File: config.mk
export PLATFORM = sky130hd
export DESIGN_NAME = wb_dual_stage_flat
export DESIGN_NICKNAME = d
export VERILOG_FILES = /design/src/rtl/wb_pkg.sv /design/src/rtl/wb_dual_stage_if.sv /design/src/rtl/wb_load_fmt.sv /design/src/rtl/wb_dual_stage.sv /design/src/flat_wrapper.sv
export SDC_FILE = /design/constraint.sdc
export NUM_CORES = 1
export LEC_CHECK = 0
export CAP_MARGIN = 20
export CORE_UTILIZATION = 25
export DETAILED_ROUTE_END_ITERATION = 16
export GPL_ROUTABILITY_DRIVEN = 0
export PLACE_DENSITY = 0.6
export SYNTH_ARGS = -nofsm -noshare
export SYNTH_HDL_FRONTEND = slang
export SYNTH_SLANG_ARGS = --single-unit
File: constraint.sdc
create_clock -name clk -period 2.77 [get_ports clk]
set_clock_uncertainty 0.2 [all_clocks]
set_input_delay 0.831 -clock clk [delete_from_list [all_inputs] [get_ports clk]]
set_output_delay 0.831 -clock clk [all_outputs]
set_load 0.03 [all_outputs]
File: src/rtl/wb_pkg.sv
// Shared types for the dual-lane MEM/WB writeback stage.
// Lane entries, load-type encodings and datapath widths.
package wb_pkg;

    localparam int ADDR_W = 6;
    localparam int DATA_W = 32;
    localparam int CNT_W  = 32;

    typedef enum logic [2:0] {
        LT_NONE = 3'd0,
        LT_LB   = 3'd1,
        LT_LBU  = 3'd2,
        LT_LH   = 3'd3,
        LT_LHU  = 3'd4,
        LT_LW   = 3'd5
    } ld_type_e;

    typedef struct packed {
        logic              valid;
        logic              wen;
        logic [ADDR_W-1:0] waddr;
        logic [DATA_W-1:0] result;
        ld_type_e          ldtype;
        logic [DATA_W-1:0] ldraw;
        logic [1:0]        boff;
        logic [31:0]       pc;
    } wb_entry_t;

endpackage

File: src/rtl/wb_dual_stage_if.sv
// MEM-side capture bus and register-file write bus of the WB stage.
// master = MEM/regfile side, slave = the WB stage itself.
interface wb_dual_stage_if;
    import wb_pkg::*;

    logic              m_valid_1;
    logic              m_valid_2;
    logic              m_wen_1;
    logic              m_wen_2;
    logic [ADDR_W-1:0] m_waddr_1;
    logic [ADDR_W-1:0] m_waddr_2;
    logic [DATA_W-1:0] m_result_1;
    logic [DATA_W-1:0] m_result_2;
    logic [2:0]        m_ldtype_1;
    logic [2:0]        m_ldtype_2;
    logic [DATA_W-1:0] m_ldraw_1;
    logic [DATA_W-1:0] m_ldraw_2;
    logic [1:0]        m_boff_1;
    logic [1:0]        m_boff_2;
    logic [31:0]       m_pc_1;
    logic [31:0]       m_pc_2;

    logic              w_ena;
    logic [ADDR_W-1:0] w_addr_1;
    logic [ADDR_W-1:0] w_addr_2;
    logic [DATA_W-1:0] w_data_1;
    logic [DATA_W-1:0] w_data_2;
    logic              wb_valid_1;
    logic              wb_valid_2;
    logic [31:0]       wb_pc_1;
    logic [31:0]       wb_pc_2;

    modport master (
        output m_valid_1, m_valid_2, m_wen_1, m_wen_2,
        output m_waddr_1, m_waddr_2, m_result_1, m_result_2,
        output m_ldtype_1, m_ldtype_2, m_ldraw_1, m_ldraw_2,
        output m_boff_1, m_boff_2, m_pc_1, m_pc_2,
        input  w_ena, w_addr_1, w_addr_2, w_data_1, w_data_2,
        input  wb_valid_1, wb_valid_2, wb_pc_1, wb_pc_2
    );

    modport slave (
        input  m_valid_1, m_valid_2, m_wen_1, m_wen_2,
        input  m_waddr_1, m_waddr_2, m_result_1, m_result_2,
        input  m_ldtype_1, m_ldtype_2, m_ldraw_1, m_ldraw_2,
        input  m_boff_1, m_boff_2, m_pc_1, m_pc_2,
        output w_ena, w_addr_1, w_addr_2, w_data_1, w_data_2,
        output wb_valid_1, wb_valid_2, wb_pc_1, wb_pc_2
    );

endinterface

File: src/rtl/wb_load_fmt.sv
// Load-data formatter: picks byte/half/word from the raw aligned word
// and extends it; non-loads (and reserved encodings) pass result.
module wb_load_fmt
    import wb_pkg::*;
(
    input  ld_type_e          ldtype,
    input  logic [DATA_W-1:0] ldraw,
    input  logic [1:0]        boff,
    input  logic [DATA_W-1:0] result,
    output logic [DATA_W-1:0] data
);

    logic [7:0]  byte_sel;
    logic [15:0] half_sel;

    // Little-endian lane select; boff[0] is ignored for halfwords.
    always_comb begin
        byte_sel = ldraw[7:0];
        unique case (boff)
            2'd0: byte_sel = ldraw[7:0];
            2'd1: byte_sel = ldraw[15:8];
            2'd2: byte_sel = ldraw[23:16];
            2'd3: byte_sel = ldraw[31:24];
        endcase
        half_sel = boff[1] ? ldraw[31:16] : ldraw[15:0];
    end

    // Extension per load type; anything unrecognised behaves as a non-load.
    always_comb begin
        data = result;
        case (ldtype)
            LT_LB:   data = {{24{byte_sel[7]}}, byte_sel};
            LT_LBU:  data = {24'd0, byte_sel};
            LT_LH:   data = {{16{half_sel[15]}}, half_sel};
            LT_LHU:  data = {16'd0, half_sel};
            LT_LW:   data = ldraw;
            default: data = result;
        endcase
    end

endmodule

File: src/rtl/wb_dual_stage.sv
// Dual-lane MEM/WB register and writeback formatter feeding the
// register file, plus the retired-instruction counter.
module wb_dual_stage
    import wb_pkg::*;
(
    input  logic             clk,
    input  logic             rst,
    input  logic             mem_stall,
    input  logic             wb_flush,
    wb_dual_stage_if.slave   bus,
    output logic [CNT_W-1:0] retire_cnt
);

    wb_entry_t        e1_q;
    wb_entry_t        e2_q;
    wb_entry_t        e1_d;
    wb_entry_t        e2_d;
    logic [CNT_W-1:0] cnt_q;
    logic             we_1;
    logic             we_2;
    logic [DATA_W-1:0] fmt_1;
    logic [DATA_W-1:0] fmt_2;

    // Next entry: a bubble keeps every payload field, only valids drop.
    always_comb begin
        e1_d = e1_q;
        e2_d = e2_q;
        if (wb_flush || mem_stall) begin
            e1_d.valid = 1'b0;
            e2_d.valid = 1'b0;
        end else begin
            e1_d.valid  = bus.m_valid_1;
            e1_d.wen    = bus.m_wen_1;
            e1_d.waddr  = bus.m_waddr_1;
            e1_d.result = bus.m_result_1;
            e1_d.ldtype = ld_type_e'(bus.m_ldtype_1);
            e1_d.ldraw  = bus.m_ldraw_1;
            e1_d.boff   = bus.m_boff_1;
            e1_d.pc     = bus.m_pc_1;
            e2_d.valid  = bus.m_valid_2;
            e2_d.wen    = bus.m_wen_2;
            e2_d.waddr  = bus.m_waddr_2;
            e2_d.result = bus.m_result_2;
            e2_d.ldtype = ld_type_e'(bus.m_ldtype_2);
            e2_d.ldraw  = bus.m_ldraw_2;
            e2_d.boff   = bus.m_boff_2;
            e2_d.pc     = bus.m_pc_2;
        end
    end

    // Entry register; the counter adds the entry held during this cycle.
    always_ff @(posedge clk or negedge rst) begin
        if (!rst) begin
            e1_q  <= '0;
            e2_q  <= '0;
            cnt_q <= '0;
        end else begin
            e1_q  <= e1_d;
            e2_q  <= e2_d;
            cnt_q <= cnt_q + CNT_W'(e1_q.valid) + CNT_W'(e2_q.valid);
        end
    end

    wb_load_fmt u_fmt_1 (
        .ldtype (e1_q.ldtype),
        .ldraw  (e1_q.ldraw),
        .boff   (e1_q.boff),
        .result (e1_q.result),
        .data   (fmt_1)
    );

    wb_load_fmt u_fmt_2 (
        .ldtype (e2_q.ldtype),
        .ldraw  (e2_q.ldraw),
        .boff   (e2_q.boff),
        .result (e2_q.result),
        .data   (fmt_2)
    );

    // Write qualify: squashed lanes aim at r0 with zero data.
    always_comb begin
        we_1         = e1_q.valid & e1_q.wen;
        we_2         = e2_q.valid & e2_q.wen;
        bus.w_ena    = we_1 | we_2;
        bus.w_addr_1 = we_1 ? e1_q.waddr : '0;
        bus.w_addr_2 = we_2 ? e2_q.waddr : '0;
        bus.w_data_1 = we_1 ? fmt_1 : '0;
        bus.w_data_2 = we_2 ? fmt_2 : '0;
        bus.wb_valid_1 = e1_q.valid;
        bus.wb_valid_2 = e2_q.valid;
        bus.wb_pc_1    = e1_q.pc;
        bus.wb_pc_2    = e2_q.pc;
    end

    assign retire_cnt = cnt_q;

endmodule
File: src/flat_wrapper.sv
// flat-port wrapper written by rule: the top's interface ports become plain ports
module wb_dual_stage_flat import wb_pkg::*;
  (clk, rst, mem_stall, wb_flush, retire_cnt, bus_m_valid_1, bus_m_valid_2, bus_m_wen_1, bus_m_wen_2, bus_m_waddr_1, bus_m_waddr_2, bus_m_result_1, bus_m_result_2, bus_m_ldtype_1, bus_m_ldtype_2, bus_m_ldraw_1, bus_m_ldraw_2, bus_m_boff_1, bus_m_boff_2, bus_m_pc_1, bus_m_pc_2, bus_w_ena, bus_w_addr_1, bus_w_addr_2, bus_w_data_1, bus_w_data_2, bus_wb_valid_1, bus_wb_valid_2, bus_wb_pc_1, bus_wb_pc_2);
  wb_dual_stage_if bus_i ();
  input  logic clk;
  input  logic rst;
  input  logic mem_stall;
  input  logic wb_flush;
  output logic [CNT_W-1:0] retire_cnt;
  input wire logic [$bits(bus_i.m_valid_1)-1:0] bus_m_valid_1;
  input wire logic [$bits(bus_i.m_valid_2)-1:0] bus_m_valid_2;
  input wire logic [$bits(bus_i.m_wen_1)-1:0] bus_m_wen_1;
  input wire logic [$bits(bus_i.m_wen_2)-1:0] bus_m_wen_2;
  input wire logic [$bits(bus_i.m_waddr_1)-1:0] bus_m_waddr_1;
  input wire logic [$bits(bus_i.m_waddr_2)-1:0] bus_m_waddr_2;
  input wire logic [$bits(bus_i.m_result_1)-1:0] bus_m_result_1;
  input wire logic [$bits(bus_i.m_result_2)-1:0] bus_m_result_2;
  input wire logic [$bits(bus_i.m_ldtype_1)-1:0] bus_m_ldtype_1;
  input wire logic [$bits(bus_i.m_ldtype_2)-1:0] bus_m_ldtype_2;
  input wire logic [$bits(bus_i.m_ldraw_1)-1:0] bus_m_ldraw_1;
  input wire logic [$bits(bus_i.m_ldraw_2)-1:0] bus_m_ldraw_2;
  input wire logic [$bits(bus_i.m_boff_1)-1:0] bus_m_boff_1;
  input wire logic [$bits(bus_i.m_boff_2)-1:0] bus_m_boff_2;
  input wire logic [$bits(bus_i.m_pc_1)-1:0] bus_m_pc_1;
  input wire logic [$bits(bus_i.m_pc_2)-1:0] bus_m_pc_2;
  output wire logic [$bits(bus_i.w_ena)-1:0] bus_w_ena;
  output wire logic [$bits(bus_i.w_addr_1)-1:0] bus_w_addr_1;
  output wire logic [$bits(bus_i.w_addr_2)-1:0] bus_w_addr_2;
  output wire logic [$bits(bus_i.w_data_1)-1:0] bus_w_data_1;
  output wire logic [$bits(bus_i.w_data_2)-1:0] bus_w_data_2;
  output wire logic [$bits(bus_i.wb_valid_1)-1:0] bus_wb_valid_1;
  output wire logic [$bits(bus_i.wb_valid_2)-1:0] bus_wb_valid_2;
  output wire logic [$bits(bus_i.wb_pc_1)-1:0] bus_wb_pc_1;
  output wire logic [$bits(bus_i.wb_pc_2)-1:0] bus_wb_pc_2;
  assign bus_i.m_valid_1 = bus_m_valid_1;
  assign bus_i.m_valid_2 = bus_m_valid_2;
  assign bus_i.m_wen_1 = bus_m_wen_1;
  assign bus_i.m_wen_2 = bus_m_wen_2;
  assign bus_i.m_waddr_1 = bus_m_waddr_1;
  assign bus_i.m_waddr_2 = bus_m_waddr_2;
  assign bus_i.m_result_1 = bus_m_result_1;
  assign bus_i.m_result_2 = bus_m_result_2;
  assign bus_i.m_ldtype_1 = bus_m_ldtype_1;
  assign bus_i.m_ldtype_2 = bus_m_ldtype_2;
  assign bus_i.m_ldraw_1 = bus_m_ldraw_1;
  assign bus_i.m_ldraw_2 = bus_m_ldraw_2;
  assign bus_i.m_boff_1 = bus_m_boff_1;
  assign bus_i.m_boff_2 = bus_m_boff_2;
  assign bus_i.m_pc_1 = bus_m_pc_1;
  assign bus_i.m_pc_2 = bus_m_pc_2;
  assign bus_w_ena = bus_i.w_ena;
  assign bus_w_addr_1 = bus_i.w_addr_1;
  assign bus_w_addr_2 = bus_i.w_addr_2;
  assign bus_w_data_1 = bus_i.w_data_1;
  assign bus_w_data_2 = bus_i.w_data_2;
  assign bus_wb_valid_1 = bus_i.wb_valid_1;
  assign bus_wb_valid_2 = bus_i.wb_valid_2;
  assign bus_wb_pc_1 = bus_i.wb_pc_1;
  assign bus_wb_pc_2 = bus_i.wb_pc_2;
  wb_dual_stage u_core (.clk(clk), .rst(rst), .mem_stall(mem_stall), .wb_flush(wb_flush), .bus(bus_i), .retire_cnt(retire_cnt));
endmodule
==> results of run 1 <==
-- state kept, by name, summed over array words and instances (netlist names) --
name,count
u_core.bus.wb_pc_1,32
u_core.bus.wb_pc_2,32
u_core.bus.wb_valid_1,1
u_core.bus.wb_valid_2,1
u_core.e1_q,76
u_core.e2_q,76
u_core.retire_cnt,32
-- power by group --
part	switching, µW	internal, µW	total (µW)
combinational	1900	2030	3930
clock	1630	2590	4220
sequential	378	4160	4530
-- Yosys cell counts, types with 2 or more instances --
cell type	count
dfrtp_1	250
mux2_2	188
o21ai_0	96
nand2_1	93
a21oi_1	81
buf_4	64
clkbuf_1	39
inv_1	36
buf_2	33
nand3_1	27
xnor2_1	27
a21o_1	18
and3_1	17
a221oi_1	16
mux4_2	16
o2bb2ai_1	16
a22oi_1	14
mux2i_1	14
o22ai_1	14
nand4_1	12
and2_1	8
nor2_1	8
nand2b_1	5
xor2_1	5
a21oi_4	4
buf_6	4
nor3_1	4
nor2b_1	3
or2_2	3
and4_1	2
buf_1	2
clkbuf_2	2
o21ba_4	2
o22a_1	2
-- what timing repair did --
item | CTS | global route
endpoints found under the hold margin | 11 | 0
setup endpoints to repair | 95 | 78
buffers inserted | 20 | 10
cloned | 2 | 0
gates resized for setup | 384 | 41
hold buffers | 1 | 0
pin swaps | 38 | 29
-- per-layer routing --
layer	GRT usage	vias to the layer above	wire length, µm	share of wire
li1	-	4913	-	-
met1	0.217	5306	18600	0.42
met2	0.280	345	21600	0.48
met3	0.0391	91	3030	0.068
met4	0.0556	10	1400	0.031
met5	0	-	64	0.0014
-- per-stage QoR --
stage | utilization | worst slack, ns | std cells | TNS (ns) | instance area (µm²)
global route | 0.400 | -0.702 | 2294 | -41.41 | 20000
finish | 0.400 | -0.619 | 2295 | -35.63 | 20000
CTS | 0.395 | -0.683 | 2283 | -38.90 | 19800
floorplan | - | -0.120 | 1131 | -2.34 | 12700
global placement | 0.363 | -0.426 | 2210 | -17.56 | 18200
detailed placement | 0.363 | -0.457 | 2210 | -19.22 | 18200
-- cells by family (layout without fill, tap and decap cells) --
group	count (synthesis)	in the layout	synth area share
multiplexers	218	218	0.206
flip-flops	250	250	0.493
other	0	4	0
adder cells (fa/ha/maj)	2	2	0.00256
AO/OA/AOI/OAI	264	264	0.128
AND/OR/NAND/NOR	185	185	0.0703
XOR/XNOR	32	32	0.0221
buffers and inverters	180	668	0.0780
-- worst paths after layout --
path	end	cells past startpoint	slack (ns)	from
max in group asynchronous	u_core.e1_q[68]	3	1.01	rst
hold / removal	u_core.retire_cnt[27]	1	0.29	u_core.retire_cnt[27]
setup reg to reg	u_core.retire_cnt[30]	10	0.22	u_core.bus.wb_valid_2
hold reg to reg	u_core.retire_cnt[27]	1	0.29	u_core.retire_cnt[27]
setup / recovery	bus_w_data_2[31]	6	-0.62	u_core.e2_q[33]
min in group asynchronous	u_core.bus.wb_pc_2[12]	2	0.57	rst
-- area by class of cell --
type	count	area, µm²	area share
well taps	672	841	0.0420
repair buffers	576	5820	0.291
clock inverters	18	238	0.0119
flip-flops and latches	250	6260	0.313
clock buffers	38	832	0.0416
inverters	36	135	0.00675
diodes	4	10.0	0.000500
multi-input cells	701	5870	0.294
==> flow_metrics.env, run 1 <==
export IMPL_status="finished, violations left"
export IMPL_violations="setup timing"
export IMPL_avgSynthCellArea_um2=11.2
export IMPL_grt_pass1_wl_mm=66.8
export IMPL_p_leak_uw=0.00844
export IMPL_ys_ff_latch=250
export IMPL_synthFlopType="dfrtp_1"
export IMPL_ir_drop_v=0.000421
export IMPL_critical_path_endpoint_type="output port"
export IMPL_cp_max_fo=8
export IMPL_relSlewSlack=0.621
export IMPL_cts_max_path_buffers=3
export IMPL_synthesis_area_um2=12700
export IMPL_hold_viol=0
export IMPL_port_buffers=396
export IMPL_clkSinkCount=250
export IMPL_drive_gt1_frac=0.370
export IMPL_ant_nets=0
export IMPL_design_die_area_um2=51600
export IMPL_maxSlewViolCount=0
export IMPL_async_reset_ff_frac=1.00
export IMPL_grt_max_degree=62
export IMPL_fin_crit_ns=3.39
export IMPL_cp_required_ns=1.74
export IMPL_cp_num_buf_inv=2
export IMPL_fp_dieW_um=227
export IMPL_syn_nets=1355
export IMPL_mostFrequentLayoutCell="clkdlybuf4s50_1"
export IMPL_power_density_nw_per_um2=634
export IMPL_synth_edf_count=0
export IMPL_root_buffer="clkbuf_16"
export IMPL_io_pins=397
export IMPL_critPathKind="reg2out"
export IMPL_fillers=4901
export IMPL_crit_family="multiplexers"
export IMPL_cp_cell_sequence="mux4_2 -> o21ba_4 -> a21oi_4 -> buf_8 -> a21oi_4 -> buf_12"
export IMPL_period_share=1.22
export IMPL_vias=10700
export IMPL_area_growth_syn_to_layout_pct=57.7
export IMPL_tritoncts="done"
export IMPL_synth_distinct_cells=40
export IMPL_drc=0
export IMPL_drt_wl_total_mm=44.7
export IMPL_holdWs_ns=0.288
export IMPL_finalPower_uw=12700
export IMPL_dp_hpwl_mm=34.3
export IMPL_path_common_cell="a21oi_4"
export IMPL_final_cell_mix="clkdlybuf4s50_1 (292), dfrtp_1 (247), mux2_2 (188)"
export IMPL_drt_iter0_markers=547
export IMPL_syn_inst=1131
export IMPL_setup_viol=65
export IMPL_cts_buffers=30
export IMPL_start_kind="flip-flop"
export IMPL_rsz0062_at_grt="true"
export IMPL_firstDrtPassIters=5
export IMPL_clk_transition_reported_paths_ns=0.06
export IMPL_synth_warnings=0
export IMPL_core_area_um2=50100
export IMPL_clock_fmax_ghz=0.295
export IMPL_wl_per_cell_um=19.5
export IMPL_first_global_vias=11100
export IMPL_hp_class="reg2reg"
export IMPL_viasPerCell=4.65
export IMPL_synth_top_cells_by_area="dfrtp_1 (49%), mux2_2 (17%), o21ai_0 (3.8%), buf_4 (3.8%), a21oi_1 (3.2%)"
export IMPL_antenna_found_initial=9
export IMPL_crit_path_top_delay_cell="mux4_2"
export IMPL_synth_top_cell_area_share=0.493
export IMPL_grt_overflow=0
export IMPL_grt_total_usage=0.169
export IMPL_crit_arrival_ns=2.36
export IMPL_tightestPinTransition_ns=0.564
export IMPL_die_height_um=227
export IMPL_crit_path_max_incr_delay_ns=0.56
export IMPL_insertion_delay_ns=0.58
export IMPL_fin_nets=1819
export IMPL_initial_core_util=0.253
export IMPL_finalWorstSetupSlack_ns=-0.619
export IMPL_yosysTopAreaCell="dfrtp_1"
export IMPL_cts_htree_levels=1
export IMPL_yosysSeqAreaShare=0.493
export IMPL_max_cap_violations=0
export IMPL_std_cell_rows=82
Power figures use the tool's default switching activity.
==> run 2, diff against run 1 <==
Settings changed: GPL_ROUTABILITY_DRIVEN 0 to 1, SLEW_MARGIN set to 30.
==> run 2 against run 1 <==
Effect of this change:
- the flow still finishes with violations (setup timing)
- first-iteration DRC count shrank 0.55%
- via count grew 1.3%
- sequential share of layout area shrank 0.14 points
- clock power shrank 0.9%
- fmax shrank 0.43%
- combinational power grew 2%
- critical path depth is the same
==> flow_metrics.env, run 2 (synthesis gave the netlist of run 1 again) <==
export IMPL_violations="setup timing"
export IMPL_antenna_found_initial=8
export IMPL_area_growth_syn_to_layout_pct=58.5
export IMPL_grt_max_degree=65
export IMPL_viasPerCell=4.68
export IMPL_maxSlewViolCount=0
export IMPL_start_kind="flip-flop"
export IMPL_holdWs_ns=0.00690
export IMPL_firstDrtPassIters=5
export IMPL_cp_required_ns=1.74
export IMPL_place_inst=2219
export IMPL_die_height_um=227
export IMPL_seqPwrFrac=0.358
export IMPL_multiInputGateArea_um2=5910
export IMPL_core_area_um2=50100
export IMPL_fin_nets=1835
export IMPL_grt_total_usage=0.177
export IMPL_seq_area_um2=6260
export IMPL_drc=0
export IMPL_period_share=1.23
export IMPL_drt_wl_total_mm=46.6
export IMPL_status="finished, violations left"
export IMPL_rsz0062_at_grt="true"
export IMPL_insertion_delay_ns=0.58
export IMPL_p_leak_uw=0.00847
export IMPL_std_cell_rows=82
export IMPL_internal_power_uw=8790
export IMPL_hp_class="in2async"
export IMPL_critical_path_endpoint_type="output port"
export IMPL_ir_drop_v=0.000406
export IMPL_hold_viol=0
export IMPL_reg_top3="u_core.e1_q x76, u_core.e2_q x76"
export IMPL_combPwrFrac=0.314
export IMPL_cts_buffers=30
export IMPL_design_die_area_um2=51600
export IMPL_ctsHoldBuffers=0
export IMPL_crit_arrival_ns=2.37
export IMPL_fp_dieW_um=227
export IMPL_clock_fmax_ghz=0.294
export IMPL_root_buffer="clkbuf_16"
export IMPL_clkSinkCount=250
export IMPL_final_cell_area_um2=20100
export IMPL_final_cells=2309
export IMPL_vias=10800
export IMPL_clk_transition_reported_paths_ns=0.06
export IMPL_drt_iter0_markers=544
export IMPL_cts_max_path_buffers=3
export IMPL_cts_htree_levels=1
export IMPL_drive_gt1_frac=0.381
export IMPL_swShare=0.309
export IMPL_grt_overflow=0
export IMPL_relSlewSlack=0.607
export IMPL_ant_nets=0
export IMPL_finalWorstSetupSlack_ns=-0.633
export IMPL_first_global_vias=11300
export IMPL_gp_congestion=0.931
export IMPL_fin_crit_ns=3.40
export IMPL_finalPower_uw=12700
export IMPL_fillers=4917
export IMPL_tightestPinTransition_ns=0.590
export IMPL_finalSetupTns_ns=-35.07
export IMPL_initial_core_util=0.253
export IMPL_grt_pass1_wl_mm=69.3
export IMPL_tritoncts="done"
export IMPL_pwr_share_clk=0.329
export IMPL_critPathKind="reg2out"
export IMPL_place_area_um2=18300
export IMPL_dp_hpwl_mm=35.3
export IMPL_io_pins=397
export IMPL_port_buffers=396
export IMPL_mostFrequentLayoutCell="clkdlybuf4s50_1"
export IMPL_setup_viol=66
export IMPL_cp_max_fo=8
export IMPL_final_cell_mix="clkdlybuf4s50_1 (291), dfrtp_1 (245), mux2_2 (188)"
export IMPL_power_density_nw_per_um2=633
export IMPL_wl_per_cell_um=20.2
export IMPL_max_cap_violations=0
export IMPL_p_sw_uw=3930
-- run 2: changes by cell type in the layout (fill, tap and decap cells not counted), moves of 4 or more --
cell             previous run  this run
a21oi_1                    34        40
buf_2                       0        11
clkdlybuf4s15_2             0         4
buf_4                     153       163
o21ai_0                    91        87
a21oi_2                    41        33
clkbuf_1                    4         8
-- run 2: area by class of cell --
cell class,count,area share
Timing Repair Buffer,592,0.294
Antenna cell,3,0.000373
Clock buffer,45,0.0442
Sequential cell,250,0.311
Clock inverter,10,0.00784
Tap cell,672,0.0418
Multi-Input combinational cell,701,0.294
Inverter,36,0.00672
-- run 2: worst max-delay path, cell delays in order, from the launching register on --
cell and delay [ns]:
dfrtp_1 0.40, mux4_2 0.56, o21ba_4 0.24, a21oi_4 0.18, buf_6 0.17, a21oi_1 0.07
buf_4 0.19
-- run 2: path summary, 6_finish.rpt --
kind,start,endpoint,slack (ns),cells past startpoint
setup / recovery,u_core.e2_q[33],bus_w_data_2[18],-0.63,6
hold / removal,rst,u_core.bus.wb_pc_2[24],0.007,1
setup reg to reg,u_core.bus.wb_valid_1,u_core.retire_cnt[30],0.21,11
hold reg to reg,u_core.retire_cnt[29],u_core.retire_cnt[29],0.30,1
max in group asynchronous,rst,u_core.retire_cnt[5],1.60,2
min in group clk,u_core.retire_cnt[29],u_core.retire_cnt[29],0.30,1
-- run 2: repair_timing --
item	4_1_cts	5_1_grt
setup buffers	13	20
pin swaps	18	39
gates resized for setup	379	66
gates cloned	3	0
setup endpoints to repair	99	72
-- run 2: power groups by stage --
stage	Clock [µW]	Sequential (µW)	Combinational, µW
finish	4180	4550	3990
global placement	0	4580	3560
CTS	4330	4540	3830
global route	4460	4610	4240
floorplan	0	4540	1990
detailed placement	0	4600	3600
-- run 2: per-stage QoR --
step / utilization / worst slack (ns)
final: 0.402 / -0.633
after global placement: 0.365 / -0.426
after CTS: 0.395 / -0.648
after floorplan: - / -0.120
after detailed placement: 0.365 / -0.454
after global routing: 0.402 / -0.718
-- run 2: metal layers --
metal / wire [µm] / vias up / track usage
li1: - / 4929 / -
met1: 19400 / 5422 / 0.232
met2: 22300 / 344 / 0.285
met3: 3100 / 102 / 0.0383
met4: 1660 / 10 / 0.0706
met5: 68 / - / 0
